===== src/rtl/bls_cpa_pkg.sv =====
// Shared types and helpers for the redundant-to-binary carry-propagate adder.
package bls_cpa_pkg;

    typedef enum logic [1:0] {
        IDLE = 2'd0,
        ADD  = 2'd1,
        DONE = 2'd2
    } cpa_state_t;

    // Number of SEG_LEN-wide segments needed to cover bit_len bits.
    function automatic int cpa_num_segs(input int bit_len, input int seg_len);
        return (bit_len + seg_len - 1) / seg_len;
    endfunction

endpackage


===== src/rtl/cpa_segment_adder.sv =====
// Purely combinational SEG_LEN-bit adder with carry in/out; one segment of the
// iterative carry-propagate resolution.
module cpa_segment_adder #(
    parameter int SEG_LEN = 4
) (
    input  logic [SEG_LEN-1:0] a,
    input  logic [SEG_LEN-1:0] b,
    input  logic               cin,
    output logic [SEG_LEN-1:0] sum,
    output logic               cout
);

    logic [SEG_LEN:0] full;

    assign full        = {1'b0, a} + {1'b0, b} + (SEG_LEN+1)'(cin);
    assign {cout, sum} = full;

endmodule


===== src/rtl/redundant_to_binary_cpa.sv =====
// Resolves a redundant carry/sum pair (C, S) into a binary BIT_LEN+1-bit result.
// Default build ripples the carry through one SEG_LEN-bit segment per cycle.
// Define CPA_SINGLE_CYCLE_EN to resolve the whole sum in a single ADD cycle.
module redundant_to_binary_cpa
    import bls_cpa_pkg::*;
#(
    parameter int BIT_LEN = 16,
    parameter int SEG_LEN = 4
) (
    input  logic               clk,
    input  logic               rst_n,
    input  logic               in_valid,
    output logic               in_ready,
    input  logic [BIT_LEN-1:0] C,
    input  logic [BIT_LEN-1:0] S,
    output logic               out_valid,
    input  logic               out_ready,
    output logic [BIT_LEN-1:0] sum,
    output logic               carry_out,
    output logic               busy
);

    localparam int NUM_SEGS = cpa_num_segs(BIT_LEN, SEG_LEN);
    localparam int PAD_W    = NUM_SEGS * SEG_LEN;

    cpa_state_t       state;
    logic [PAD_W-1:0] c_q;
    logic [PAD_W-1:0] s_q;
    // Bit PAD_W holds the final carry; bits above BIT_LEN are zero when padded.
    logic [PAD_W:0]   res_q;
    logic             accept;
    logic             add_last;

    assign in_ready  = (state == IDLE) || ((state == DONE) && out_ready);
    assign accept    = in_valid && in_ready;
    assign out_valid = (state == DONE);
    assign busy      = (state != IDLE);
    assign sum       = res_q[BIT_LEN-1:0];
    // With padding, bit BIT_LEN of the padded sum is the true carry out.
    assign carry_out = res_q[BIT_LEN];

`ifdef CPA_SINGLE_CYCLE_EN

    assign add_last = 1'b1;

    // Whole-width resolution in the single ADD cycle.
    always_ff @(posedge clk) begin
        if (!rst_n) begin
            res_q <= '0;
        end else if (state == ADD) begin
            res_q <= {1'b0, c_q} + {1'b0, s_q};
        end
    end

`else

    localparam int SEG_IDX_W = (NUM_SEGS > 1) ? $clog2(NUM_SEGS) : 1;

    logic [SEG_IDX_W-1:0] seg_idx;
    logic                 carry_q;
    logic [SEG_LEN-1:0]   seg_sum;
    logic                 seg_cout;

    assign add_last = (seg_idx == SEG_IDX_W'(NUM_SEGS - 1));

    cpa_segment_adder #(
        .SEG_LEN (SEG_LEN)
    ) u_seg_adder (
        .a    (c_q[SEG_LEN*seg_idx +: SEG_LEN]),
        .b    (s_q[SEG_LEN*seg_idx +: SEG_LEN]),
        .cin  (carry_q),
        .sum  (seg_sum),
        .cout (seg_cout)
    );

    // Segment counter and inter-segment carry; both restart on every accept.
    always_ff @(posedge clk) begin
        if (!rst_n) begin
            seg_idx <= '0;
            carry_q <= 1'b0;
        end else if (accept) begin
            seg_idx <= '0;
            carry_q <= 1'b0;
        end else if (state == ADD) begin
            seg_idx <= seg_idx + SEG_IDX_W'(1);
            carry_q <= seg_cout;
        end
    end

    // Write one resolved segment per ADD cycle; the top bit tracks the running carry.
    always_ff @(posedge clk) begin
        if (!rst_n) begin
            res_q <= '0;
        end else if (state == ADD) begin
            res_q[SEG_LEN*seg_idx +: SEG_LEN] <= seg_sum;
            res_q[PAD_W]                      <= seg_cout;
        end
    end

`endif

    // Operands are captured only on the accepting edge, zero-extended to PAD_W.
    always_ff @(posedge clk) begin
        if (accept) begin
            c_q <= PAD_W'(C);
            s_q <= PAD_W'(S);
        end
    end

    // IDLE -> ADD on accept, ADD -> DONE after the last segment, DONE drains on out_ready.
    always_ff @(posedge clk) begin
        if (!rst_n) begin
            state <= IDLE;
        end else begin
            case (state)
                IDLE:    if (accept) state <= ADD;
                ADD:     if (add_last) state <= DONE;
                DONE:    if (out_ready) state <= accept ? ADD : IDLE;
                default: state <= IDLE;
            endcase
        end
    end

    if (PAD_W > BIT_LEN) begin : g_pad
        logic unused_pad;
        assign unused_pad = ^res_q[PAD_W:BIT_LEN+1];
    end

endmodule


===== config.mk =====
export PLATFORM = sky130hd
export DESIGN_NAME = redundant_to_binary_cpa
export DESIGN_NICKNAME = d
export VERILOG_FILES = /design/src/rtl/bls_cpa_pkg.sv /design/src/rtl/cpa_segment_adder.sv /design/src/rtl/redundant_to_binary_cpa.sv
export SDC_FILE = /design/constraint.sdc
export NUM_CORES = 1
export LEC_CHECK = 0
export CAP_MARGIN = 5
export CORE_MARGIN = 2
export CORE_UTILIZATION = 52
export CTS_CLUSTER_SIZE = 24
export DETAILED_ROUTE_END_ITERATION = 8
export PLACE_DENSITY = 0.84
export SYNTH_ARGS = -nofsm -noshare
export SYNTH_HDL_FRONTEND = slang
export SYNTH_SLANG_ARGS = --single-unit

===== constraint.sdc =====
create_clock -name clk -period 7.9 [get_ports clk]
set_input_delay 1.58 -clock clk [delete_from_list [all_inputs] [get_ports clk]]
set_output_delay 1.58 -clock clk [all_outputs]
set_load 0.02 [all_outputs]

==> impl_results.rst <==
.. list-table::
   :header-rows: 1

   * - Metric
     - Value
   * - Number of clock buffers inserted by TritonCTS
     - 5
   * - Row count
     - 24
   * - Number of buffers and inverters on the critical path
     - 2
   * - Maximum number of pins on one net before global-route repair
     - 35
   * - Hold path depth
     - 2
   * - Leakage component of the power
     - 1.024 nW
   * - Worst flop-to-flop path endpoint
     - res_q[9]$_SDFFE_PN0P_
   * - First drt pass iteration count
     - 4
   * - Depth of the worst register-to-register path
     - 7
   * - Clock share of power
     - 30.5%
   * - Synthesis-to-finish area growth
     - 31.11%
   * - Vias in the first global route
     - 1447
   * - Min-delay src
     - res_q[15]$_SDFFE_PN0P_
   * - Area of the core
     - 4294 sq um
   * - Hold violation count in the final report
     - 0
   * - Combinational Power Share
     - approximately 15%
   * - Area contributors post-synth
     - edfxtp_1 42%, dfxtp_1 19%, mux4_2 7.9%, ha_1 4.4%, nor2b_1 4.4%
   * - Count of mapped cells out of synthesis
     - 160
   * - Cell Pwr Density
     - 196.6 nW/um^2
   * - Fin nets
     - 264
   * - Number of setup violations in the final report
     - 0
   * - Post-Route WL
     - around 4000 um
   * - Detailed-placement wirelength estimate
     - about 2900 um
   * - DIE HEIGHT
     - 70.10 um
   * - Sequential fraction of the synthesis area
     - between 60% and 70%
   * - Cell at the root of the clock tree
     - clkbuf_8
   * - Critical-path maximum fanout
     - 3
   * - Worst path cell trace
     - clkdlybuf4s50_1 > and2b_1 > nor2_1 > clkdlybuf4s50_1
   * - Number of sinks on the clock net
     - 54
   * - Port buffer count
     - 55
   * - Clock input transition at the sequential cells of the worst setup and hold paths
     - 0.09 ns
   * - Normalized max-slew margin
     - between 40% and 50%
   * - Worst Clk Skew
     - 0.007460 ns
   * - Max-cap viol count
     - 0
   * - Startpoint of the lowest-slack register-to-register path
     - seg_idx[0]$_SDFFE_PP0P_
   * - Wire length of the first global-routing pass
     - between 6000 and 7000 um
   * - Clk_lat worst skew
     - 0.30 ns
   * - Most common cell type on the critical path
     - clkdlybuf4s50_1
   * - Critical path depth
     - 4
   * - CP Capture Type
     - primary output
   * - Slack of the worst reg-to-reg path
     - between 5 and 6 ns
   * - Class of the most critical setup path
     - in -> out
   * - Max incr delay on CP
     - 0.62 ns
   * - WP data arrival
     - 2.98 ns
   * - Antenna diodes
     - 0
   * - Result of the run
     - finished, final reports clean
   * - Share of the clock period used by the worst path
     - 57.71%
   * - Share of post-route cells with drive strength above 1
     - a little over a tenth
   * - Avg Cell Area, Syn
     - ~14 sq um
   * - Cell with the largest stage delay on the worst path
     - clkdlybuf4s50_1
   * - Power dissipated by switching net loads
     - between 0.1 and 0.15 mW
   * - Cell accounting for the most synthesized area
     - edfxtp_1
   * - Portion of synthesized cell area occupied by the leading cell type
     - 42.29%
   * - Element type at the critical path start
     - input pin
   * - Buffer levels on the longest clock path
     - 2
   * - Kind of cell adding the most delay to the critical path
     - buffers and inverters
   * - Required time of the critical path
     - 6.32 ns
   * - Combined area of all synthesized cells
     - 2272 sq um
   * - Post-detailed-route DRC marker count
     - 0
   * - Setup TNS
     - 0 ns
   * - Final Critical Period
     - 4.559 ns
   * - Warning count from the yosys run
     - 0
   * - Worst hold slack
     - 0.4628 ns
   * - Final-report max-slew violation count
     - 0
   * - First-iteration detailed-routing DRC count
     - 77
   * - Peak ir drop on the vdd network
     - 132.5 uV
   * - Setup repair after global routing missed its margin
     - false
   * - Aggregate global-route resource usage
     - 17.85%
   * - Count of pins on the block boundary
     - 56
   * - Number of storage elements in the synthesis netlist
     - 54
   * - Synthesized netlist net count
     - between 200 and 250
   * - Via density per instance
     - between 5 and 6
   * - Clock tree from TritonCTS
     - yes
   * - Initial core utilization
     - 52.91%
   * - Highest Clock Rate
     - 219.4 MHz
   * - Net switching fraction of the power
     - 22.64%
   * - Setup fix buffers added after clock tree synthesis
     - 0
   * - H-tree depth reported by CTS
     - 2
   * - Hold buffer count at CTS
     - 0
   * - Number of antenna violations at the first check in global routing
     - 0
   * - Class of the most critical hold timing path
     - reg -> reg
   * - Worst Max-Slew Pin Slew
     - about 0.90 ns
   * - Post-cts resize count
     - 0
   * - Internal Dissipation
     - approximately 0.45 mW
   * - Flop pwr share
     - 55.0%
   * - Final routed wire length divided by cell count
     - 14.83 um
   * - Global-route congestion overflow total
     - 0
   * - Die ar.
     - 4914 sq um
   * - RePlAce Congestion
     - roughly 0.84
   * - End point of the worst hold path
     - res_q[15]$_SDFFE_PN0P_
   * - X dimension of the die
     - ~70 um
   * - Via count of the routed design
     - 1456
   * - Number of routed nets with antenna violations
     - 0
   * - Count of cell types in the netlist
     - 33
tightest hold or removal path, cell delays in order (launching register included):
cell and delay, ns:
dfxtp_1 0.32, nand3_1 0.06, o21ai_1 0.05
state kept, by name, indices dropped and copies added (netlist names):
register / flops
res_q: 17
c_q: 16
s_q: 16
seg_idx: 2
state: 2
carry_q: 1
cell usage in the layout, fill, tap and decap left out, types with 2 or more instances in the layout:
cell             count
nand2b_1             2
a22oi_1             12
o21ai_0              3
nor2b_1             16
dfxtp_1             22
o21ai_1              2
a21oi_1              3
clkbuf_8             5
nor4_4               2
nand2_1             14
nand3_1              3
clkdlybuf4s50_1     55
ha_1                 8
clkbuf_1             2
inv_1                6
mux4_2               8
nor2_1               5
a211oi_1             2
edfxtp_1            32
fa_1                 2
logic make-up after synthesis:
| logic type | count (synthesis) | synth area share, % |
|---|---|---|
| AND/OR/NAND/NOR | 50 | 13.88 |
| XOR/XNOR | 1 | 0.3855 |
| flip-flops | 54 | 61.67 |
| multiplexers | 8 | 7.929 |
| adder cells (fa/ha/maj) | 10 | 6.168 |
| AO/OA/AOI/OAI | 26 | 7.764 |
| buffers and inverters | 11 | 2.202 |
power groups by stage:
stage / Sequential, mW / Combinational (mW) / Clock [mW]
floorplan: 0.329 / 0.0476 / 0
global placement: 0.328 / 0.0840 / 0
detailed placement: 0.329 / 0.0863 / 0
CTS: 0.322 / 0.0864 / 0.183
global route: 0.324 / 0.0935 / 0.195
finish: 0.322 / 0.0854 / 0.178
cell type report:
cell class,count,area (sq um)
Fill cell,321,1315
Clock inverter,1,30.03
Timing Repair Buffer,56,558.0
Clock buffer,7,76.32
Inverter,6,22.52
Sequential cell,54,1401
Multi-Input combinational cell,95,825.8
Tap cell,52,65.06
Yosys cell counts:
master	n
and2b_1	1
nand2b_4	1
a32oi_1	1
nand3_1	3
or2_2	1
nor2_1	5
clkbuf_1	3
nor4_4	2
dfxtp_1	22
nand2b_1	2
inv_1	6
and3b_2	1
and4bb_1	1
buf_6	1
nand2_1	14
or3b_2	1
o21a_1	1
o21ai_1	2
clkbuf_2	1
nor2b_1	16
a211oi_1	2
nor3b_1	1
a21oi_1	3
o21ai_0	3
and3_2	1
a21boi_0	1
o21bai_1	1
xnor2_1	1
a22oi_1	12
mux4_2	8
edfxtp_1	32
fa_1	2
ha_1	8
metal layers:
layer | vias to the layer above | wire length, um | GRT usage, %
li1 | 702 | - | -
met1 | 694 | 1731 | 23.02
met3 | 7 | 226 | 5.195
met2 | 53 | 2012 | 29.84
met5 | - | 0 | 0
met4 | 0 | 48 | 4.487
how the worst max path moves through the flow:
stage	slack (ns)	start	endpoint
after floorplan	3.15	out_ready	carry_q$_SDFFE_PP0P_
after global placement	3.41	out_ready	in_ready
after detailed placement	3.35	out_ready	in_ready
final	3.34	out_ready	in_ready
after CTS	3.34	out_ready	in_ready
after global routing	3.30	out_ready	in_ready
through the flow:
step / cell area, sq um / power, mW / setup WS (ns) / util, % / std cells
final: 2979 / 0.5856 / 3.341 / 69.38 / 271
after global routing: 2979 / 0.6125 / 3.299 / 69.38 / 271
after CTS: 2979 / 0.5913 / 3.337 / 69.38 / 271
after detailed placement: 2873 / 0.4151 / 3.346 / 66.90 / 263
after global placement: 2873 / 0.4118 / 3.408 / 66.90 / 263
after floorplan: 2272 / 0.3766 / 3.147 / - / 160
Power figures use the tool's default switching activity.
